`src/rtl/huff_decoder.sv`:
```
// Three-entry prefix-code decoder: a load phase fills the code table, then
// BIT commands are shifted MSB-first into an accumulator and matched each cycle.

module huff_match_lane (
  input  logic       vld_i,
  input  logic [2:0] mask_i,
  input  logic [2:0] value_i,
  input  logic [2:0] acc_i,
  input  logic [1:0] len_i,
  output logic       hit_o
);
  logic [1:0] code_len;

  // Only masks contiguous from bit 0 give a usable length; all others never match.
  always_comb begin
    code_len = 2'd0;
    case (mask_i)
      3'b001:  code_len = 2'd1;
      3'b011:  code_len = 2'd2;
      3'b111:  code_len = 2'd3;
      default: code_len = 2'd0;
    endcase
  end

  assign hit_o = vld_i && (code_len != 2'd0) && (len_i == code_len) &&
                 ((acc_i & mask_i) == value_i);
endmodule

module huff_decoder (
  input  logic        clk,
  input  logic        reset,
  input  logic [11:0] io_in,
  output logic [11:0] io_out
);
  localparam int NUM_ENTRIES = 3;

  localparam logic [1:0] CMD_LOAD_SYM  = 2'b00;
  localparam logic [1:0] CMD_LOAD_CODE = 2'b01;
  localparam logic [1:0] CMD_BIT       = 2'b10;
  localparam logic [1:0] CMD_CTRL      = 2'b11;

  typedef enum logic [1:0] {ST_LOAD_SYM, ST_LOAD_CODE, ST_DECODE} state_t;

  typedef struct packed {
    logic       valid;
    logic [1:0] cmd;
    logic [8:0] payload;
  } req_t;

  req_t req;
  logic unused_payload;
  assign req            = io_in;
  assign unused_payload = req.payload[8];

  state_t                             state_q, state_d;
  logic [NUM_ENTRIES-1:0][7:0]        sym_q, sym_d;
  logic [NUM_ENTRIES-1:0][2:0]        mask_q, mask_d;
  logic [NUM_ENTRIES-1:0][2:0]        val_q, val_d;
  logic [NUM_ENTRIES-1:0]             vld_q, vld_d;
  logic [1:0]                         cnt_q, cnt_d;
  logic [2:0]                         acc_q, acc_d;
  logic [1:0]                         len_q, len_d;
  logic [7:0]                         symbol_q, symbol_d;
  logic                               sym_valid_q, sym_valid_d;
  logic                               error_q, error_d;
  logic                               partial_q, partial_d;
  logic                               table_ready_q, table_ready_d;

  logic [2:0]             new_acc;
  logic [1:0]             new_len;
  logic [NUM_ENTRIES-1:0] hit;
  logic [7:0]             hit_sym;
  logic                   any_hit;

  assign new_acc = {acc_q[1:0], req.payload[0]};
  assign new_len = len_q + 2'd1;

  for (genvar i = 0; i < NUM_ENTRIES; i++) begin : g_lane
    huff_match_lane u_lane (
      .vld_i   (vld_q[i]),
      .mask_i  (mask_q[i]),
      .value_i (val_q[i]),
      .acc_i   (new_acc),
      .len_i   (new_len),
      .hit_o   (hit[i])
    );
  end

  // Scan high-to-low so the lowest matching slot is the one left standing.
  always_comb begin
    hit_sym = sym_q[0];
    for (int i = NUM_ENTRIES - 1; i >= 0; i--) begin
      if (hit[i]) hit_sym = sym_q[i];
    end
  end
  assign any_hit = |hit;

  always_comb begin
    state_d     = state_q;
    sym_d       = sym_q;
    mask_d      = mask_q;
    val_d       = val_q;
    vld_d       = vld_q;
    cnt_d       = cnt_q;
    acc_d       = acc_q;
    len_d       = len_q;
    symbol_d    = symbol_q;
    sym_valid_d = 1'b0;
    error_d     = 1'b0;

    if (req.valid) begin
      case (req.cmd)
        CMD_LOAD_SYM: begin
          if (state_q == ST_LOAD_SYM && cnt_q != 2'd3) begin
            sym_d[cnt_q] = req.payload[7:0];
            state_d      = ST_LOAD_CODE;
          end
        end
        CMD_LOAD_CODE: begin
          if (state_q == ST_LOAD_CODE && cnt_q != 2'd3) begin
            mask_d[cnt_q] = req.payload[5:3];
            val_d[cnt_q]  = req.payload[2:0];
            vld_d[cnt_q]  = 1'b1;
            cnt_d         = cnt_q + 2'd1;
            state_d       = (cnt_q == 2'd2) ? ST_DECODE : ST_LOAD_SYM;
          end
        end
        CMD_BIT: begin
          if (state_q != ST_DECODE) begin
            error_d = 1'b1;
          end else if (any_hit) begin
            symbol_d    = hit_sym;
            sym_valid_d = 1'b1;
            acc_d       = 3'd0;
            len_d       = 2'd0;
          end else if (new_len == 2'd3) begin
            error_d = 1'b1;
            acc_d   = 3'd0;
            len_d   = 2'd0;
          end else begin
            acc_d = new_acc;
            len_d = new_len;
          end
        end
        CMD_CTRL: begin
          acc_d = 3'd0;
          len_d = 2'd0;
          if (req.payload[0]) begin
            vld_d   = '0;
            cnt_d   = 2'd0;
            state_d = ST_LOAD_SYM;
          end
        end
        default: ;
      endcase
    end

    partial_d     = (len_d != 2'd0);
    table_ready_d = (state_d == ST_DECODE);
  end

  always_ff @(posedge clk) begin
    if (reset) begin
      state_q       <= ST_LOAD_SYM;
      sym_q         <= '0;
      mask_q        <= '0;
      val_q         <= '0;
      vld_q         <= '0;
      cnt_q         <= 2'd0;
      acc_q         <= 3'd0;
      len_q         <= 2'd0;
      symbol_q      <= 8'd0;
      sym_valid_q   <= 1'b0;
      error_q       <= 1'b0;
      partial_q     <= 1'b0;
      table_ready_q <= 1'b0;
    end else begin
      state_q       <= state_d;
      sym_q         <= sym_d;
      mask_q        <= mask_d;
      val_q         <= val_d;
      vld_q         <= vld_d;
      cnt_q         <= cnt_d;
      acc_q         <= acc_d;
      len_q         <= len_d;
      symbol_q      <= symbol_d;
      sym_valid_q   <= sym_valid_d;
      error_q       <= error_d;
      partial_q     <= partial_d;
      table_ready_q <= table_ready_d;
    end
  end

  assign io_out = {table_ready_q, partial_q, error_q, sym_valid_q, symbol_q};
endmodule

```
`config.mk`:
```
export PLATFORM = sky130hd
export DESIGN_NAME = huff_decoder
export DESIGN_NICKNAME = d
export VERILOG_FILES = /design/src/rtl/huff_decoder.sv
export SDC_FILE = /design/constraint.sdc
export NUM_CORES = 1
export LEC_CHECK = 0
export BUFFER_PORTS_ARGS = -buffer_cell sky130_fd_sc_hd__buf_2
export CORE_UTILIZATION = 36
export CTS_CLUSTER_DIAMETER = 100
export DETAILED_ROUTE_END_ITERATION = 10
export HOLD_SLACK_MARGIN = 0.08
export SETUP_SLACK_MARGIN = 0.4
export SYNTH_ARGS = -nofsm -noshare
export SYNTH_HDL_FRONTEND = slang
export SYNTH_SLANG_ARGS = --single-unit
export TNS_END_PERCENT = 100
```
`constraint.sdc`:
```
create_clock -name clk -period 4.05 [get_ports clk]
set_clock_uncertainty 0.05 [all_clocks]
set_input_delay 1.215 -clock clk [delete_from_list [all_inputs] [get_ports clk]]
set_output_delay 1.215 -clock clk [all_outputs]
set_load 0.01 [all_outputs]
```
==> results of run 1 <==
-- stage by stage --
step | total power [mW] | hold slack (ns)
2_1_floorplan | 0.697 | 0.386
3_3_place_gp | 0.722 | 0.393
3_5_place_dp | 0.722 | 0.396
4_1_cts | 1.35 | 0.408
5_1_grt | 1.39 | 0.428
6_report | 1.34 | 0.407
-- routing by layer --
metal  share of wire (%)  GRT usage (%)  routed length, microns
met5                   0              0                       0
met4                 1.6           6.67                     118
met3                 4.9           3.98                     368
met2                  45           29.8                    3410
met1                  49           26.4                    3680
-- kinds of logic after synthesis --
group           Yosys count  share of synthesized area [%]
fa+ha+maj                 7                           2.92
flops                    65                           43.4
compound gates           98                           22.6
simple gates            159                           24.1
buf+inv                  34                           5.00
xor+xnor                  7                           2.04
-- power groups by stage --
stage          combinational (mW)  clock (mW)  sequential [mW]
2_1_floorplan              0.0358           0            0.662
3_3_place_gp               0.0590           0            0.663
3_5_place_dp               0.0596           0            0.663
4_1_cts                    0.0596       0.641            0.648
5_1_grt                    0.0662       0.673            0.648
6_report                   0.0598       0.631            0.648
-- cell type report --
cell class	count	area, sq um	area share [%]
multi-input cells	271	1560	45.8
flip-flops and latches	65	1300	38.2
repair buffers	29	158	4.63
clock buffers	10	138	4.04
well taps	102	128	3.75
clock inverters	6	90.1	2.64
inverters	9	33.8	0.992
-- cell usage in the layout, fill, tap and decap left out, drive strengths merged, types with 2 or more instances in the layout --
cell | netlist | final
nor2b | 4 | 4
a32oi | 2 | 2
clkbuf | 19 | 10
nor3 | 5 | 5
bufinv | 0 | 2
xnor2 | 3 | 3
inv | 9 | 10
a211oi | 2 | 2
o32ai | 3 | 3
buf | 6 | 29
ha | 7 | 7
a21oi | 62 | 62
o2111ai | 2 | 2
nand2 | 81 | 81
nand3 | 43 | 43
a221o | 8 | 8
o21ai | 8 | 8
nor2 | 10 | 10
nand4 | 2 | 2
xor2 | 4 | 4
o2111a | 3 | 3
clkinv | 0 | 2
nand2b | 4 | 4
nor4 | 3 | 3
dfxtp | 65 | 65
-- critical path, stage by stage, from the launching register on --
cell,delay [ns]
dfxtp_1,0.56
inv_1,0.16
ha_1,0.40
or2_4,0.30
o32ai_4,0.26
o2111ai_4,0.28
o211a_4,0.27
o41a_4,0.54
a221o_1,0.31
-- synth_stat cells (all sizes together) --
cell,instances,area (sq um)
dfxtp,65,1300
nand2b,4,25.0
o21ai,8,47.6
o2111ai,2,35.0
xnor2,3,26.3
a22oi,1,7.51
o32ai,3,45.1
nor2b,4,25.0
nor4,3,25.0
buf,6,45.0
or2b,1,7.51
xor2,4,35.0
nand2,81,304
o21a,1,7.51
nand4,2,12.5
a21oi,62,310
a211oi,2,20.0
a221o,8,80.1
a32oi,2,17.5
o211a,1,17.5
a31o,1,8.76
nor3b,1,7.51
o21bai,1,7.51
or3,1,6.26
inv,9,33.8
and4,1,8.76
and3,1,6.26
nand3,43,215
o41a,1,21.3
o221ai,1,8.76
or3b,1,8.76
nor2,10,37.5
clkbuf,19,71.3
o2111a,3,33.8
ha,7,87.6
or2,1,8.76
nor3,5,25.0
a32o,1,10.0
-- flip-flops by register name (all words and copies together) (netlist names) --
| name | flops |
|---|---|
| sym_q | 24 |
| mask_q | 9 |
| val_q | 9 |
| symbol_q | 8 |
| vld_q | 3 |
| acc_q | 2 |
| cnt_q | 2 |
| len_q | 2 |
| state_q | 2 |
| error_q | 1 |
| partial_q | 1 |
| sym_valid_q | 1 |
| table_ready_q | 1 |
-- how the worst max path moves through the flow --
| stage | from | to | slack, ns | cells past startpoint |
|---|---|---|---|---|
| finish | len_q[0] | symbol_q[5] | 0.80 | 8 |
| global route | len_q[0] | symbol_q[4] | 0.60 | 8 |
| CTS | len_q[0] | symbol_q[5] | 0.78 | 8 |
| detailed placement | io_in[0] | symbol_q[4] | 0.57 | 7 |
| global placement | io_in[0] | symbol_q[6] | 0.60 | 7 |
| floorplan | io_in[0] | symbol_q[0] | 1.08 | 6 |
==> impl_metrics.env, run 1 <==
export IMPL_outcome="finished clean"
export IMPL_pwr_share_comb_pct=4.5
export IMPL_areaGrowthSynthToFinish_pct=13.5
export IMPL_fill_cells=792
export IMPL_yosysWarnings=0
export IMPL_hp_class="flip-flop to flip-flop"
export IMPL_r2r_cells=8
export IMPL_p_per_area_nw_per_um2=393
export IMPL_layout_cells_non_filler=492
export IMPL_htreeDepth=3
export IMPL_setup_tns_ns=0
export IMPL_route_detailed_drc=0
export IMPL_min_period_ns=3.25
export IMPL_coreArea_sq_um=7890
export IMPL_relSlewSlack_pct=42.8
export IMPL_clockRootBuffer="clkbuf_8"
export IMPL_synthesis_area_sq_um=3000
export IMPL_cts_tree="done"
export IMPL_diodes=0
export IMPL_grt_max_degree=53
export IMPL_path_clk_slew_ns=0.08
export IMPL_drv_cap=0
export IMPL_rows=32
export IMPL_drive_gt1_share_pct=13.8
export IMPL_final_net_count=406
export IMPL_num_vias=2656
export IMPL_syn_nets=391
export IMPL_path_max_fanout=11
export IMPL_die_area_sq_um=8710
export IMPL_pre_cts_slack_ns=0.567
export IMPL_yosysSeqAreaShare_pct=43.4
export IMPL_first_pass_iters=4
export IMPL_internal_power_mw=1.03
export IMPL_postPlaceCellArea_sq_um=3180
export IMPL_die_w_microns=93.3
export IMPL_place_gp_congestion=0.843
export IMPL_crit_arrival_ns=3.44
export IMPL_dp_cells=476
export IMPL_grt_first_pass_wirelength_microns=12900
export IMPL_wl_per_cell_microns=15.4
export IMPL_crit_required_ns=4.24
export IMPL_clk_insertion_delay_late_ns=0.35
export IMPL_setup_slack_ns=0.801
export IMPL_initial_core_util_pct=38.1
export IMPL_power_frac_seq_pct=48.4
export IMPL_p_leak_nw=1.14
export IMPL_cts_buffer_depth=2
export IMPL_ir_drop_mv=0.152
export IMPL_holdBufCountCts=0
export IMPL_ant_nets=0
export IMPL_grt_pass1_vias=2569
export IMPL_grt_ovfl_total=0
export IMPL_avgSynthCellArea_sq_um=8.11
export IMPL_finalSetupViolations=0
export IMPL_worst_slew_pin_slew_ns=0.858
export IMPL_critPathKind="flip-flop to flip-flop"
export IMPL_ioPinCount=26
export IMPL_end_kind="flip-flop"
export IMPL_grt_usage_pct=19.2
export IMPL_rrSetupSlack_ns=0.80
export IMPL_cts_resized=0
export IMPL_whs_endpoint="sym_q[0]"
export IMPL_utilization_pct=43.2
export IMPL_totalWireLength_microns=7570
export IMPL_final_area_sq_um=3410
export IMPL_dp_hpwl_microns=5140
export IMPL_reg2reg_from="len_q[0]"
export IMPL_r2r_end="symbol_q[5]"
export IMPL_whs_path_depth=2
export IMPL_drv_slew=0
export IMPL_via_per_inst=5.40
export IMPL_post_cts_buffers=0
export IMPL_antenna_found_initial=0
export IMPL_syn_inst=370
export IMPL_synth_cell_types=46
export IMPL_drt_iter0_markers=117
export IMPL_worstHoldStart="sym_q[0]"
export IMPL_cts_buffers=9
export IMPL_port_buffer_count=24
export IMPL_clkSinkCount=65
export IMPL_period_share_pct=80.2
export IMPL_swShare_pct=23.3
export IMPL_chipHeight_microns=93.3
export IMPL_startpoint_type="flip-flop"
export IMPL_clock_fmax_ghz=0.308
export IMPL_clockPowerShare_pct=47.1
export IMPL_hold_viol=0
export IMPL_synth_seq_cells=65
export IMPL_rsz0062_at_grt="no"
export IMPL_switching_power_uw=312
Power figures use the tool's default switching activity.
==> run 2, diff against run 1 <==
Settings changed: ABC_AREA set to 1.
Clock period 4.05 ns to 2.73 ns, I/O delays scaled along.
==> run 2 against run 1 <==
The run now ends with DRC left. Sequential share of layout area fell by 2.7 points. Clock power increased by 39%. Final area is 7.8% higher. Global-route usage decreased by 1.7 points. Synthesized area is 6.9% higher. Setup slack lost 0.17 ns. Non-clock buffer count unchanged. Fmax grew 55%. Utilization decreased by 0.86 points. Via count rose by 7.9%. Synthesized cell count rose by 29%. Critical path type unchanged. Highest routed layer unchanged.
==> impl_metrics.env, run 2 <==
export IMPL_slowest_stage="dfxtp_2"
export IMPL_grt_first_pass_wirelength_microns=12300
export IMPL_async_flop_share_pct=0
export IMPL_first_pass_iters=7
export IMPL_final_net_count=521
export IMPL_regMostFlops="sym_q"
export IMPL_critPathKind="flip-flop to flip-flop"
export IMPL_worst_slew_pin_slew_ns=0.481
export IMPL_clock_fmax_ghz=0.477
export IMPL_initial_core_util_pct=37.0
export IMPL_path_max_fanout=9
export IMPL_path_cells="inv_2, ha_4, inv_1, a21oi_1, nand2_1, nor2_1, nand3_2, nand3_4, nand2_4, nor2_8, nand3_1, nand2_1, nor2_1"
export IMPL_end_kind="flip-flop"
export IMPL_synth_common_cells="nand2_1, inv_1, dfxtp_1, o21ai_0, nor2_1"
export IMPL_setup_tns_ns=0
export IMPL_layout_common_cells="nand2_1, inv_1, dfxtp_1"
export IMPL_chipHeight_microns=96.4
export IMPL_largest_reg_flops=24
export IMPL_synth_flop_cell="dfxtp_1"
export IMPL_port_buffer_count=24
export IMPL_clk_insertion_delay_late_ns=0.34
export IMPL_final_area_sq_um=3670
export IMPL_cts_buffer_depth=2
export IMPL_synth_cell_types=26
export IMPL_grt_pass1_vias=2675
export IMPL_rows=34
export IMPL_yosysWarnings=0
export IMPL_syn_inst=476
export IMPL_post_cts_buffers=0
export IMPL_yosysSeqAreaShare_pct=40.6
export IMPL_ioPinCount=26
export IMPL_die_area_sq_um=9290
export IMPL_rsz0062_at_grt="yes"
export IMPL_synth_area_leaders="dfxtp_1, nand2_1, inv_1, o21ai_0, a21oi_1"
export IMPL_clockRootBuffer="clkbuf_8"
export IMPL_place_gp_congestion=0.810
export IMPL_top_regs="sym_q x24, mask_q x9, val_q x9"
export IMPL_p_leak_nw=1.63
export IMPL_cts_buffers=9
export IMPL_synth_edf_count=0
export IMPL_outcome="complete, but fails checks"
export IMPL_path_clk_slew_ns=0.07
export IMPL_postPlaceCellArea_sq_um=3420
export IMPL_hp_class="flip-flop to flip-flop"
export IMPL_holdBufCountCts=0
export IMPL_dp_hpwl_microns=5090
export IMPL_drt_iter0_markers=69
export IMPL_coreArea_sq_um=8680
export IMPL_setup_slack_ns=0.635
export IMPL_num_vias=2866
export IMPL_cts_tree="done"
export IMPL_crit_required_ns=2.92
export IMPL_whs_endpoint="vld_q[2]"
export IMPL_r2r_cells=13
export IMPL_avgSynthCellArea_sq_um=6.74
export IMPL_drv_cap=0
export IMPL_critPathMaxStageDelay_ns=0.39
export IMPL_clkSinkCount=65
export IMPL_synthesis_area_sq_um=3210
export IMPL_whs_path_depth=2
export IMPL_min_period_ns=2.10
export IMPL_period_share_pct=76.7
export IMPL_totalWireLength_microns=7420
export IMPL_hold_viol=0
export IMPL_grt_max_degree=54
export IMPL_synth_seq_cells=65
export IMPL_wl_per_cell_microns=12.1
export IMPL_drive_gt1_share_pct=12.3
export IMPL_reg2reg_from="len_q[0]"
export IMPL_yosys_area_top_type="dfxtp_1"
export IMPL_finalSetupViolations=0
export IMPL_grt_usage_pct=17.5
export IMPL_r2r_end="symbol_q[4]"
export IMPL_synth_most_common_cell="nand2_1"
export IMPL_htreeDepth=3
export IMPL_route_detailed_drc=1
export IMPL_ant_nets=0
export IMPL_ir_drop_mv=0.289
export IMPL_syn_nets=497
export IMPL_die_w_microns=96.4
export IMPL_via_per_inst=4.68
export IMPL_diodes=0
export IMPL_utilization_pct=42.3
export IMPL_relSlewSlack_pct=67.9
export IMPL_violations="DRC"
export IMPL_antenna_found_initial=0
export IMPL_drv_slew=0
export IMPL_grt_ovfl_total=0
export IMPL_p_per_area_nw_per_um2=529
export IMPL_areaGrowthSynthToFinish_pct=14.5
export IMPL_rrSetupSlack_ns=0.63
export IMPL_layout_commonest_cell="nand2_1"
export IMPL_startpoint_type="flip-flop"
export IMPL_worstHoldStart="vld_q[2]"
export IMPL_yosys_area_top_type_share_pct=40.6
export IMPL_pre_cts_slack_ns=0.302
export IMPL_crit_arrival_ns=2.28
-- run 2: final cells by class --
class	instances	area, sq um
Sequential cell	65	1300
Clock buffer	10	128
Clock inverter	6	82.6
Inverter	87	332
Timing Repair Buffer	29	158
Fill cell	933	5000
Multi-Input combinational cell	308	1540
Tap cell	108	135
-- run 2: worst max path at each step --
stage | endpoint | from
2_1_floorplan | symbol_q[0] | len_q[0]
3_3_place_gp | sym_q[1] | io_in[10]
3_5_place_dp | sym_q[6] | io_in[10]
4_1_cts | symbol_q[4] | len_q[0]
5_1_grt | symbol_q[3] | len_q[0]
6_report | symbol_q[4] | len_q[0]
-- run 2: layer usage --
| metal | up-vias | global-route usage (%) | wire [microns] |
|---|---|---|---|
| li1 | 1537 | - | - |
| met1 | 1281 | 20.0 | 3470 |
| met2 | 46 | 31.4 | 3630 |
| met3 | 2 | 5.40 | 283 |
| met4 | 0 | 5.15 | 35 |
| met5 | - | 0 | 0 |
-- run 2: logic make-up (layout without fill, tap and decap cells) --
logic type | count (synthesis) | in the layout | synth area share (%)
DFF | 65 | 65 | 40.6
AOI/OAI and AO/OA | 101 | 101 | 15.9
xor gates and xnor gates | 1 | 1 | 0.507
and+or+nand+nor | 198 | 199 | 27.3
adders and majority gates | 7 | 7 | 2.73
buffers and inverters | 104 | 132 | 12.9
-- run 2: timing repair --
action | CTS | global route
pin swaps | 0 | 1
cloned | 0 | 1
gates resized for setup | 1 | 7
endpoints found under the setup margin | 8 | 32
-- run 2: critical path, delay by kind of cell (launching register included) --
| kind | cells | cell delay, ns |
|---|---|---|
| fa+ha+maj | 1 | 0.32 |
| flops | 1 | 0.39 |
| buf+inv | 2 | 0.20 |
| simple gates | 9 | 0.92 |
| compound gates | 1 | 0.12 |
-- run 2: stage by stage --
stage | cells | total power [mW] | hold slack [ns]
2_1_floorplan | 476 | 1.05 | 0.379
3_3_place_gp | 596 | 1.09 | 0.389
3_5_place_dp | 596 | 1.09 | 0.396
4_1_cts | 612 | 1.98 | 0.406
5_1_grt | 613 | 2.03 | 0.419
6_report | 613 | 1.94 | 0.407
-- run 2: power by group --
part	total, mW	leakage (nW)	switching (mW)	internal, mW
clock network	0.874	0.106	0.365	0.510
logic	0.101	1.00	0.0700	0.0315
registers	0.969	0.525	0.00819	0.961
total	1.94	1.63	0.443	1.50
==> run 3, diff against run 2 <==
Clock period 2.73 ns to 1.8 ns, I/O delays scaled along.
==> run 3 against run 2 <==
The run ends with setup timing left. Sequential share of layout area fell by 5.5 points. Fmax rose by 9.8%. Register-to-register slack got worse by 0.74 ns. Flip-flop and latch count did not move. Routed wire length rose by 11%. Global-route usage rose by 2.1 points. Critical path type unchanged. Cell count rose by 6.2%. Worst hold slack got worse by 0.0016 ns. Largest cell class unchanged.
==> impl_metrics.env, run 3 (synthesis gave the netlist of run 2 again) <==
export IMPL_drv_slew=0
export IMPL_coreArea_sq_um=8680
export IMPL_htreeDepth=3
export IMPL_final_area_sq_um=4400
export IMPL_violations="setup timing"
export IMPL_pre_cts_slack_ns=-0.264
export IMPL_antenna_found_initial=0
export IMPL_p_per_area_nw_per_um2=648
export IMPL_areaGrowthSynthToFinish_pct=37.2
export IMPL_clockPowerShare_pct=40.1
export IMPL_ir_drop_mv=0.295
export IMPL_power_frac_seq_pct=51.5
export IMPL_initial_core_util_pct=37.0
export IMPL_hold_viol=0
export IMPL_top_regs="sym_q x24, mask_q x9, val_q x9"
export IMPL_min_period_ns=1.91
export IMPL_postPlaceCellArea_sq_um=3660
export IMPL_grt_max_degree=54
export IMPL_slowest_stage="dfxtp_4"
export IMPL_num_vias=3144
export IMPL_drt_iter0_markers=122
export IMPL_drive_gt1_share_pct=33.3
export IMPL_critPathKind="flip-flop to flip-flop"
export IMPL_dp_hpwl_microns=5420
export IMPL_worst_slew_pin_slew_ns=0.418
export IMPL_clkSinkCount=65
export IMPL_crit_arrival_ns=2.12
export IMPL_ant_nets=0
export IMPL_end_kind="flip-flop"
export IMPL_hp_class="flip-flop to flip-flop"
export IMPL_pwr_share_comb_pct=8.4
export IMPL_path_max_fanout=5
export IMPL_critPathMostFrequentCell="nand2_1"
export IMPL_regMostFlops="sym_q"
export IMPL_layout_cells_non_filler=651
export IMPL_grt_usage_pct=19.7
export IMPL_die_w_microns=96.4
export IMPL_period_share_pct=106
export IMPL_route_detailed_drc=0
export IMPL_cts_tree="done"
export IMPL_via_per_inst=4.83
export IMPL_clock_fmax_ghz=0.524
export IMPL_path_clk_slew_ns=0.08
export IMPL_dp_cells=617
export IMPL_layout_commonest_cell="nand2_1"
export IMPL_grt_first_pass_wirelength_microns=13700
export IMPL_cts_buffer_depth=2
export IMPL_p_leak_nw=1.83
export IMPL_clockRootBuffer="clkbuf_8"
export IMPL_crit_required_ns=2.01
export IMPL_finalSetupViolations=13
export IMPL_outcome="complete, but fails checks"
export IMPL_diodes=0
export IMPL_switching_power_uw=771
export IMPL_chipHeight_microns=96.4
export IMPL_swShare_pct=27.0
export IMPL_critPathMaxStageDelay_ns=0.37
export IMPL_layout_common_cells="nand2_1, inv_1, dfxtp_1"
export IMPL_totalWireLength_microns=8220
export IMPL_wl_per_cell_microns=12.6
export IMPL_internal_power_mw=2.08
export IMPL_startpoint_type="flip-flop"
export IMPL_rsz0062_at_grt="yes"
export IMPL_largest_reg_flops=24
export IMPL_cts_buffers=9
export IMPL_first_pass_iters=4
export IMPL_final_net_count=559
export IMPL_clk_insertion_delay_late_ns=0.35
export IMPL_grt_pass1_vias=2953
export IMPL_grt_ovfl_total=0
export IMPL_setup_slack_ns=-0.108
export IMPL_port_buffer_count=24
export IMPL_ioPinCount=26
export IMPL_relSlewSlack_pct=72.1
export IMPL_path_cells="inv_6, ha_4, buf_4, nand2_1, nand2_1, nor2_1, nand3_2, nand3_4, nand2_8, nor2_8, nand3_1, nand2_1, nor2_1"
export IMPL_drv_cap=0
export IMPL_die_area_sq_um=9290
export IMPL_place_gp_congestion=0.812
export IMPL_rows=34
==> run 3: layout make-up <==
| type | instances | area (sq um) |
|---|---|---|
| fillers | 849 | 4280 |
| multi-input cells | 309 | 1830 |
| flip-flops and latches | 65 | 1320 |
| repair buffers | 64 | 549 |
| inverters | 87 | 369 |
| clock buffers | 10 | 138 |
| well taps | 108 | 135 |
| clock inverters | 6 | 43.8 |
| repair inverters | 2 | 15.0 |
==> run 3: through the flow <==
| step | power, mW | utilization [%] | hold slack [ns] | setup TNS [ns] |
|---|---|---|---|---|
| final | 2.85 | 50.7 | 0.405 | -0.871 |
| after global routing | 2.96 | 50.7 | 0.419 | -4.14 |
| after CTS | 2.87 | 48.7 | 0.401 | -0.796 |
| after detailed placement | 1.69 | 42.2 | 0.392 | -5.91 |
| after global placement | 1.68 | 42.2 | 0.387 | -5.45 |
| after floorplan | 1.61 | - | 0.379 | -0.661 |
==> run 3: worst max-delay path, delay by kind of cell, from the launching register on <==
family | cells | cell delay (ns)
simple gates | 10 | 0.97
flops | 1 | 0.37
fa+ha+maj | 1 | 0.25
buf+inv | 2 | 0.17
==> run 3: what timing repair did <==
item,4_1_cts,5_1_grt
endpoints found under the setup margin,72,76
endpoints found under the hold margin,0,0
gates resized for setup,88,45
hold buffers,0,0
setup buffers,9,4
pin swaps,28,8
cloned,5,0
==> run 3: worst paths after layout <==
kind,start,endpoint,slack (ns),cells after the start
max reg2reg,len_q[0],symbol_q[3],-0.11,13
max,len_q[0],symbol_q[3],-0.11,13
min reg2reg,sym_q[16],sym_q[16],0.40,2
min,sym_q[16],sym_q[16],0.40,2
==> run 3: power by group through the flow <==
stage / logic (mW) / registers [mW] / clock network, mW
floorplan: 0.111 / 1.50 / 0
global placement: 0.182 / 1.50 / 0
detailed placement: 0.187 / 1.50 / 0
CTS: 0.224 / 1.47 / 1.18
global route: 0.263 / 1.47 / 1.23
finish: 0.238 / 1.47 / 1.15
==> run 3: layer usage <==
| layer | vias to the layer above | GRT usage [%] | part of all wire [%] |
|---|---|---|---|
| met4 | 0 | 7.35 | 2.0 |
| met5 | - | 0 | 0 |
| met3 | 16 | 4.85 | 3.3 |
| met2 | 48 | 34.3 | 49 |
| li1 | 1633 | - | - |
| met1 | 1447 | 23.3 | 45 |
